`config.mk`:
```
export PLATFORM = sky130hd
export DESIGN_NAME = v810_mem_if_flat
export DESIGN_NICKNAME = d
export VERILOG_FILES = /design/src/rtl/v810_mem_if_if.sv /design/src/rtl/v810_mem_if.sv /design/src/flat_wrapper.sv
export SDC_FILE = /design/constraint.sdc
export NUM_CORES = 1
export LEC_CHECK = 0
export BUFFER_PORTS_ARGS = -buffer_cell sky130_fd_sc_hd__buf_4
export CAP_MARGIN = 20
export CORE_UTILIZATION = 50
export CTS_CLUSTER_DIAMETER = 50
export CTS_CLUSTER_SIZE = 12
export DETAILED_ROUTE_END_ITERATION = 10
export GPL_TIMING_DRIVEN = 0
export PLACE_DENSITY = 0.8
export SLEW_MARGIN = 30
export SYNTH_ARGS = -nofsm -noshare
export SYNTH_HDL_FRONTEND = slang
export SYNTH_SLANG_ARGS = --single-unit
```
`constraint.sdc`:
```
create_clock -name CLK -period 2.5 [get_ports CLK]
set_clock_uncertainty 0.1 [all_clocks]
set_input_delay 0.125 -clock CLK [delete_from_list [all_inputs] [get_ports CLK]]
set_output_delay 0.125 -clock CLK [all_outputs]
set_load 0.02 [all_outputs]
```
`src/rtl/v810_mem_if_if.sv`:
```
// V810 bus control unit signal bundle: execution-unit request side plus external bus side.
// master = bus controller (v810_mem_if), slave = execution unit / memory system.
interface v810_mem_if_if;
    logic [31:0] EUIA;
    logic [31:0] EUID;
    logic        EUIREQ;
    logic        EUIACK;
    logic [31:0] EUDA;
    logic [31:0] EUDD_I;
    logic [31:0] EUDD_O;
    logic [1:0]  EUDBC;
    logic [3:0]  EUDBE;
    logic        EUDWR;
    logic        EUDMRQ;
    logic [1:0]  EUDST;
    logic        EUDREQ;
    logic        EUDACK;
    logic [31:0] A;
    logic [31:0] D_I;
    logic [31:0] D_O;
    logic [3:0]  BEn;
    logic [1:0]  ST;
    logic        DAn;
    logic        MRQn;
    logic        RW;
    logic        BCYSTn;
    logic        READYn;
    logic        SZRQn;

    modport master (
        input  EUIA, EUIREQ, EUDA, EUDD_O, EUDBC, EUDBE, EUDWR, EUDMRQ, EUDST, EUDREQ,
        input  D_I, READYn, SZRQn,
        output EUID, EUIACK, EUDD_I, EUDACK,
        output A, D_O, BEn, ST, DAn, MRQn, RW, BCYSTn
    );

    modport slave (
        output EUIA, EUIREQ, EUDA, EUDD_O, EUDBC, EUDBE, EUDWR, EUDMRQ, EUDST, EUDREQ,
        output D_I, READYn, SZRQn,
        input  EUID, EUIACK, EUDD_I, EUDACK,
        input  A, D_O, BEn, ST, DAn, MRQn, RW, BCYSTn
    );
endinterface

```
`src/rtl/v810_mem_if.sv`:
```
// V810 bus control unit: arbitrates fetch and data requests onto one BCYSTn/DAn/READYn bus,
// splitting word accesses into two halves when a 16-bit device answers with SZRQn low.
module v810_mem_if (
    input  logic           CLK,
    input  logic           RESn,
    input  logic           CE,
    v810_mem_if_if.master  mem
);
    typedef enum logic [1:0] {S_IDLE, S_T1, S_T2} state_t;

    state_t      r_state;
    state_t      w_next;
    logic        w_start;
    logic        w_sel_data;
    logic        w_split;
    logic        w_done;
    logic        w_dpend;
    logic        w_ipend;
    logic [31:0] w_lane16;
    logic [31:0] w_rdata;

    logic [31:0] r_a;
    logic [31:0] r_do;
    logic [3:0]  r_ben;
    logic [1:0]  r_st;
    logic        r_mrqn;
    logic        r_rw;
    logic        r_iack;
    logic        r_dack;
    logic [31:0] r_euid;
    logic [31:0] r_eudd;
    logic [31:0] r_acc;
    logic        r_fetch;
    logic        r_word;
    logic        r_half2;

    // A request whose ACK is currently pulsing is already served.
    assign w_dpend = mem.EUDREQ & ~r_dack;
    assign w_ipend = mem.EUIREQ & ~r_iack;

    always_ff @(posedge CLK) begin
        if (!RESn) begin
            r_state <= S_IDLE;
        end else if (CE) begin
            r_state <= w_next;
        end
    end

    always_comb begin
        w_next     = r_state;
        w_start    = 1'b0;
        w_sel_data = 1'b0;
        w_split    = 1'b0;
        w_done     = 1'b0;
        case (r_state)
            S_IDLE: begin
                if (w_dpend) begin
                    w_start    = 1'b1;
                    w_sel_data = 1'b1;
                    w_next     = S_T1;
                end else if (w_ipend) begin
                    w_start = 1'b1;
                    w_next  = S_T1;
                end
            end
            S_T1: w_next = S_T2;
            S_T2: begin
                if (!mem.READYn) begin
                    if (r_word && !mem.SZRQn && !r_half2) begin
                        w_split = 1'b1;
                        w_next  = S_T1;
                    end else begin
                        // Back-to-back start only for the other requester; the finishing one is acked next cycle.
                        w_done = 1'b1;
                        if (r_fetch ? w_dpend : w_ipend) begin
                            w_start    = 1'b1;
                            w_sel_data = r_fetch;
                            w_next     = S_T1;
                        end else begin
                            w_next = S_IDLE;
                        end
                    end
                end
            end
            default: w_next = S_IDLE;
        endcase
    end

    // 16-bit device data lands on the lanes selected by A[1]; the second half is always the upper lanes.
    always_comb begin
        w_lane16 = r_acc;
        if (r_half2 || r_a[1]) begin
            w_lane16[31:16] = mem.D_I[15:0];
        end else begin
            w_lane16[15:0] = mem.D_I[15:0];
        end
        w_rdata = (r_half2 || !mem.SZRQn) ? w_lane16 : mem.D_I;
    end

    always_ff @(posedge CLK) begin
        if (!RESn) begin
            r_a     <= '0;
            r_do    <= '0;
            r_ben   <= '1;
            r_st    <= '0;
            r_mrqn  <= 1'b1;
            r_rw    <= 1'b1;
            r_iack  <= 1'b0;
            r_dack  <= 1'b0;
            r_euid  <= '0;
            r_eudd  <= '0;
            r_acc   <= '0;
            r_fetch <= 1'b0;
            r_word  <= 1'b0;
            r_half2 <= 1'b0;
        end else if (CE) begin
            r_iack <= 1'b0;
            r_dack <= 1'b0;
            if (w_done) begin
                if (r_fetch) begin
                    r_euid <= w_rdata;
                    r_iack <= 1'b1;
                end else begin
                    if (r_rw) begin
                        r_eudd <= w_rdata;
                    end
                    r_dack <= 1'b1;
                end
                r_mrqn <= 1'b1;
            end
            if (w_split) begin
                r_half2 <= 1'b1;
                r_a[1]  <= 1'b1;
                r_ben   <= 4'b0011;
                r_do    <= {r_do[31:16], r_do[31:16]};
                r_acc   <= w_rdata;
            end
            // A start in the same edge as a completion overrides the idle MRQn.
            if (w_start) begin
                r_fetch <= ~w_sel_data;
                r_half2 <= 1'b0;
                r_acc   <= '0;
                if (w_sel_data) begin
                    r_a    <= mem.EUDA;
                    r_st   <= mem.EUDST;
                    r_mrqn <= ~mem.EUDMRQ;
                    r_rw   <= ~mem.EUDWR;
                    r_ben  <= ~mem.EUDBE;
                    r_do   <= mem.EUDD_O;
                    r_word <= (mem.EUDBC == 2'b10);
                end else begin
                    r_a    <= mem.EUIA & 32'hFFFF_FFFC;
                    r_st   <= 2'b00;
                    r_mrqn <= 1'b0;
                    r_rw   <= 1'b1;
                    r_ben  <= '0;
                    r_word <= 1'b1;
                end
            end
        end
    end

    assign mem.BCYSTn = (r_state != S_T1);
    assign mem.DAn    = (r_state != S_T2);
    assign mem.A      = r_a;
    assign mem.D_O    = r_do;
    assign mem.BEn    = r_ben;
    assign mem.ST     = r_st;
    assign mem.MRQn   = r_mrqn;
    assign mem.RW     = r_rw;
    assign mem.EUID   = r_euid;
    assign mem.EUIACK = r_iack;
    assign mem.EUDD_I = r_eudd;
    assign mem.EUDACK = r_dack;
endmodule

```
`src/flat_wrapper.sv`:
```
// flat-port wrapper written by rule: the top's interface ports become plain ports
module v810_mem_if_flat 
  (CLK, RESn, CE, mem_EUIA, mem_EUIREQ, mem_EUDA, mem_EUDD_O, mem_EUDBC, mem_EUDBE, mem_EUDWR, mem_EUDMRQ, mem_EUDST, mem_EUDREQ, mem_D_I, mem_READYn, mem_SZRQn, mem_EUID, mem_EUIACK, mem_EUDD_I, mem_EUDACK, mem_A, mem_D_O, mem_BEn, mem_ST, mem_DAn, mem_MRQn, mem_RW, mem_BCYSTn);
  v810_mem_if_if mem_i ();
  input  logic CLK;
  input  logic RESn;
  input  logic CE;
  input wire logic [$bits(mem_i.EUIA)-1:0] mem_EUIA;
  input wire logic [$bits(mem_i.EUIREQ)-1:0] mem_EUIREQ;
  input wire logic [$bits(mem_i.EUDA)-1:0] mem_EUDA;
  input wire logic [$bits(mem_i.EUDD_O)-1:0] mem_EUDD_O;
  input wire logic [$bits(mem_i.EUDBC)-1:0] mem_EUDBC;
  input wire logic [$bits(mem_i.EUDBE)-1:0] mem_EUDBE;
  input wire logic [$bits(mem_i.EUDWR)-1:0] mem_EUDWR;
  input wire logic [$bits(mem_i.EUDMRQ)-1:0] mem_EUDMRQ;
  input wire logic [$bits(mem_i.EUDST)-1:0] mem_EUDST;
  input wire logic [$bits(mem_i.EUDREQ)-1:0] mem_EUDREQ;
  input wire logic [$bits(mem_i.D_I)-1:0] mem_D_I;
  input wire logic [$bits(mem_i.READYn)-1:0] mem_READYn;
  input wire logic [$bits(mem_i.SZRQn)-1:0] mem_SZRQn;
  output wire logic [$bits(mem_i.EUID)-1:0] mem_EUID;
  output wire logic [$bits(mem_i.EUIACK)-1:0] mem_EUIACK;
  output wire logic [$bits(mem_i.EUDD_I)-1:0] mem_EUDD_I;
  output wire logic [$bits(mem_i.EUDACK)-1:0] mem_EUDACK;
  output wire logic [$bits(mem_i.A)-1:0] mem_A;
  output wire logic [$bits(mem_i.D_O)-1:0] mem_D_O;
  output wire logic [$bits(mem_i.BEn)-1:0] mem_BEn;
  output wire logic [$bits(mem_i.ST)-1:0] mem_ST;
  output wire logic [$bits(mem_i.DAn)-1:0] mem_DAn;
  output wire logic [$bits(mem_i.MRQn)-1:0] mem_MRQn;
  output wire logic [$bits(mem_i.RW)-1:0] mem_RW;
  output wire logic [$bits(mem_i.BCYSTn)-1:0] mem_BCYSTn;
  assign mem_i.EUIA = mem_EUIA;
  assign mem_i.EUIREQ = mem_EUIREQ;
  assign mem_i.EUDA = mem_EUDA;
  assign mem_i.EUDD_O = mem_EUDD_O;
  assign mem_i.EUDBC = mem_EUDBC;
  assign mem_i.EUDBE = mem_EUDBE;
  assign mem_i.EUDWR = mem_EUDWR;
  assign mem_i.EUDMRQ = mem_EUDMRQ;
  assign mem_i.EUDST = mem_EUDST;
  assign mem_i.EUDREQ = mem_EUDREQ;
  assign mem_i.D_I = mem_D_I;
  assign mem_i.READYn = mem_READYn;
  assign mem_i.SZRQn = mem_SZRQn;
  assign mem_EUID = mem_i.EUID;
  assign mem_EUIACK = mem_i.EUIACK;
  assign mem_EUDD_I = mem_i.EUDD_I;
  assign mem_EUDACK = mem_i.EUDACK;
  assign mem_A = mem_i.A;
  assign mem_D_O = mem_i.D_O;
  assign mem_BEn = mem_i.BEn;
  assign mem_ST = mem_i.ST;
  assign mem_DAn = mem_i.DAn;
  assign mem_MRQn = mem_i.MRQn;
  assign mem_RW = mem_i.RW;
  assign mem_BCYSTn = mem_i.BCYSTn;
  v810_mem_if u_core (.CLK(CLK), .RESn(RESn), .CE(CE), .mem(mem_i));
endmodule
```
==> results.cfg <==
[pwr]
ir_drop_mv = 0.520
power_density_nw_per_um2 = 582
leakage_nw = 5.03

[critical_path]
required_ps = 2710
r2r_cells = 6
slowest_stage = nor3b_4
path_class = reg2reg
slowest_delay_ps = 500
reg2reg_from = u_core.r_state[1]
critPathArrivalTime_ps = 2430
cp-start-kind = flip-flop
endpoint_kind = flip-flop
worstReg2RegEnd = u_core.mem.D_O[5]
cp_max_fo = 10
worst-r2r-setup-slack_ps = 280
path_cells = buf_4 > nor3b_4 > nand2_1 > clkbuf_1 > a32oi_1 > a21oi_1

[detailed_routing]
drt_iter0_markers = 906
detail_route.wl_per_cell_um = 20.6
wirelength_um = 30600
post_drt_via_cell_ratio = 6.03
num_vias = 8949
first_pass_iters = 6
antenna_left = 0
drc = 0

[min_path]
whs_path_depth = 4
hold_path_class = in2reg
hold_path_end = u_core.mem.A[1]
hold_start = mem_EUDA[1]

[yosys]
synth_top_area_share_pct = 45.0
synth_sequential_area_ratio_pct = 45.0
synthFlopType = dfxtp_1
netlist.top_cell.by_area = dfxtp_1
synth_area_um2 = 7780
syn-num-nets = 1012
post_synth.cell_area_avg_um2 = 8.97
synthTopCellsByArea = dfxtp_1, mux2i_1, nand2_1
synth_edf_count = 0
post-synth-top-count-cell = dfxtp_1
ys_seq_elements = 175
synth_cell_type_count = 59
yosys_warnings = 0
synthTopCellsByCount = dfxtp_1, nand2_1, nor2_1
synth-async-reset-ratio_pct = 0
syn_inst = 867

[timing]
timing.final.max_slew_violations = 0
worst_slew_pin_slew_ps = 776
layout_min_cycle_time_ps = 2220
setup-tns-final_ps = 0
whs_ps = 8.97
setup-violations-final = 0
max_freq_ghz = 0.450
max_slew_margin_pct = 48.3
hold_violations = 0
rsz0062_at_grt = false
fin_crit_sh_pct = 88.8

[cts]
ctsHoldBuffers = 117
cts_htree_levels = 4
cts_resized = 0
worstSkewPairLatency_ps = 440
clk_pin_slew_worst_paths_ps = 70
cts_buffer_depth = 2
cts_tree = yes
cts_root_buf = clkbuf_16
postCtsSetupBuffers = 0
clock-sinks = 175
numCtsBuffers = 17

[global_route]
antenna_found_initial = 1
grt_pass1_vias = 8534
grt_pass1_wl_um = 46300
grt_start_max_net_pins = 18
grt_usage_pct = 37.3
grt_overflow = 0

[placed_design]
gp_congestion = 0.910
portBuffers = 280
dp_hpwl_um = 19600
place_inst = 1335

[layout]
syn2layout_area_growth_pct = 52.9
fillers = 1027
nNetsFinal = 1428
drive_above_1_share_pct = 30.2
utilization_pct = 78.3
stdcell_count = 1485

[job]
drv_cap = 0

[floorplan]
die-area_um2 = 16100
rows = 45
core-area_um2 = 15200
die_h_um = 127
io_pins = 285
start_util_pct = 51.2
fp.dieW_um = 127

[status]
status = finished, final reports clean
area by class of cell:
type | count | area, um2 | share of cell area, %
inverter | 4 | 15.0 | 0.126
multi-input combinational | 599 | 3810 | 32.0
buffer | 89 | 455 | 3.83
timing repair buffer | 397 | 3270 | 27.5
clock buffer | 17 | 425 | 3.58
antenna | 1 | 2.50 | 0.0210
clock inverter | 15 | 179 | 1.50
sequential | 175 | 3500 | 29.4
tap | 188 | 235 | 1.98
per-layer routing:
layer	vias to the layer above	routed length [um]	share of wire (%)	global-route usage, %
met4	0	1500	4.9	21.7
met1	4221	11700	38	44.2
met3	129	2700	8.8	7.89
met5	-	0	0	0
met2	578	14700	48	62.7
li1	4021	-	-	-
power breakdown:
group / switching, mW / total [mW] / internal [mW]
clock network: 1.24 / 2.75 / 1.50
logic: 0.644 / 1.22 / 0.580
registers: 0.0729 / 2.96 / 2.88
worst max-delay path by stage:
stage,start,endpoint,slack (ps),depth (start not counted)
3_5_place_dp,u_core.r_state[1],u_core.mem.D_O[14],370,6
2_1_floorplan,u_core.r_half2,u_core.mem.D_O[10],680,8
3_3_place_gp,u_core.r_half2,u_core.mem.D_O[9],410,7
4_1_cts,u_core.r_state[1],u_core.mem.D_O[10],340,6
5_1_grt,u_core.r_state[1],u_core.mem.D_O[9],250,6
6_report,u_core.r_state[1],u_core.mem.D_O[5],280,6
critical path: cells and delay by family, from the launching register on:
kind	cells	cell delay, ps
flip-flops	1	310
buffers and inverters	2	480
AND/OR/NAND/NOR	2	820
AO/OA/AOI/OAI	2	380
stage by stage:
stage / area [um2] / power [mW] / setup slack, ps
5_1_grt: 11900 / 7.12 / 247
2_1_floorplan: 7780 / 3.55 / 680
3_3_place_gp: 10100 / 4.02 / 405
3_5_place_dp: 10100 / 4.03 / 366
4_1_cts: 11900 / 6.86 / 340
6_report: 11900 / 6.93 / 279
cell usage in the layout, fill, tap and decap left out, drive strengths merged, types with 2 or more instances in the layout:
| cell | synthesis | final |
|---|---|---|
| a211oi | 32 | 32 |
| a21oi | 55 | 55 |
| a221o | 30 | 30 |
| a22o | 3 | 3 |
| a31oi | 20 | 20 |
| a32o | 16 | 16 |
| a32oi | 32 | 32 |
| and3 | 2 | 2 |
| buf | 44 | 324 |
| bufinv | 0 | 2 |
| clkbuf | 45 | 62 |
| clkinv | 1 | 5 |
| clkinvlp | 0 | 4 |
| dfxtp | 175 | 175 |
| dlygate4sd3 | 0 | 117 |
| inv | 3 | 8 |
| mux2i | 48 | 48 |
| nand2 | 118 | 118 |
| nand2b | 4 | 4 |
| nand3 | 34 | 34 |
| nand4 | 16 | 16 |
| nor2 | 82 | 82 |
| nor2b | 4 | 4 |
| nor3 | 5 | 5 |
| nor3b | 19 | 19 |
| nor4 | 2 | 2 |
| nor4b | 2 | 2 |
| o211a | 3 | 3 |
| o211ai | 3 | 3 |
| o21ai | 36 | 36 |
| or2 | 2 | 2 |
| or3b | 18 | 18 |
flip-flops by register name, summed over array words and instances, names as in the netlist:
signal / flops
u_core.mem.MRQn: 1
u_core.mem.ST: 2
u_core.r_half2: 1
u_core.mem.BEn: 4
u_core.mem.EUID: 32
u_core.mem.EUIACK: 1
u_core.mem.A: 32
u_core.r_state: 2
u_core.mem.RW: 1
u_core.r_word: 1
u_core.mem.EUDD_I: 32
u_core.r_fetch: 1
u_core.mem.D_O: 32
u_core.r_acc: 32
u_core.mem.EUDACK: 1
kinds of logic (layout without fill, tap and decap cells):
kind of cell           after synthesis  after routing  synth area share, %
AND/OR/NAND/NOR                    314            314                 20.1
other                                0              1                    0
multiplexers                        48             48                 6.17
buffers and inverters               93            522                 6.05
AO/OA/AOI/OAI                      237            237                 22.6
flip-flops                         175            175                 45.0
Note: power is estimated with default switching activity, not from simulation.
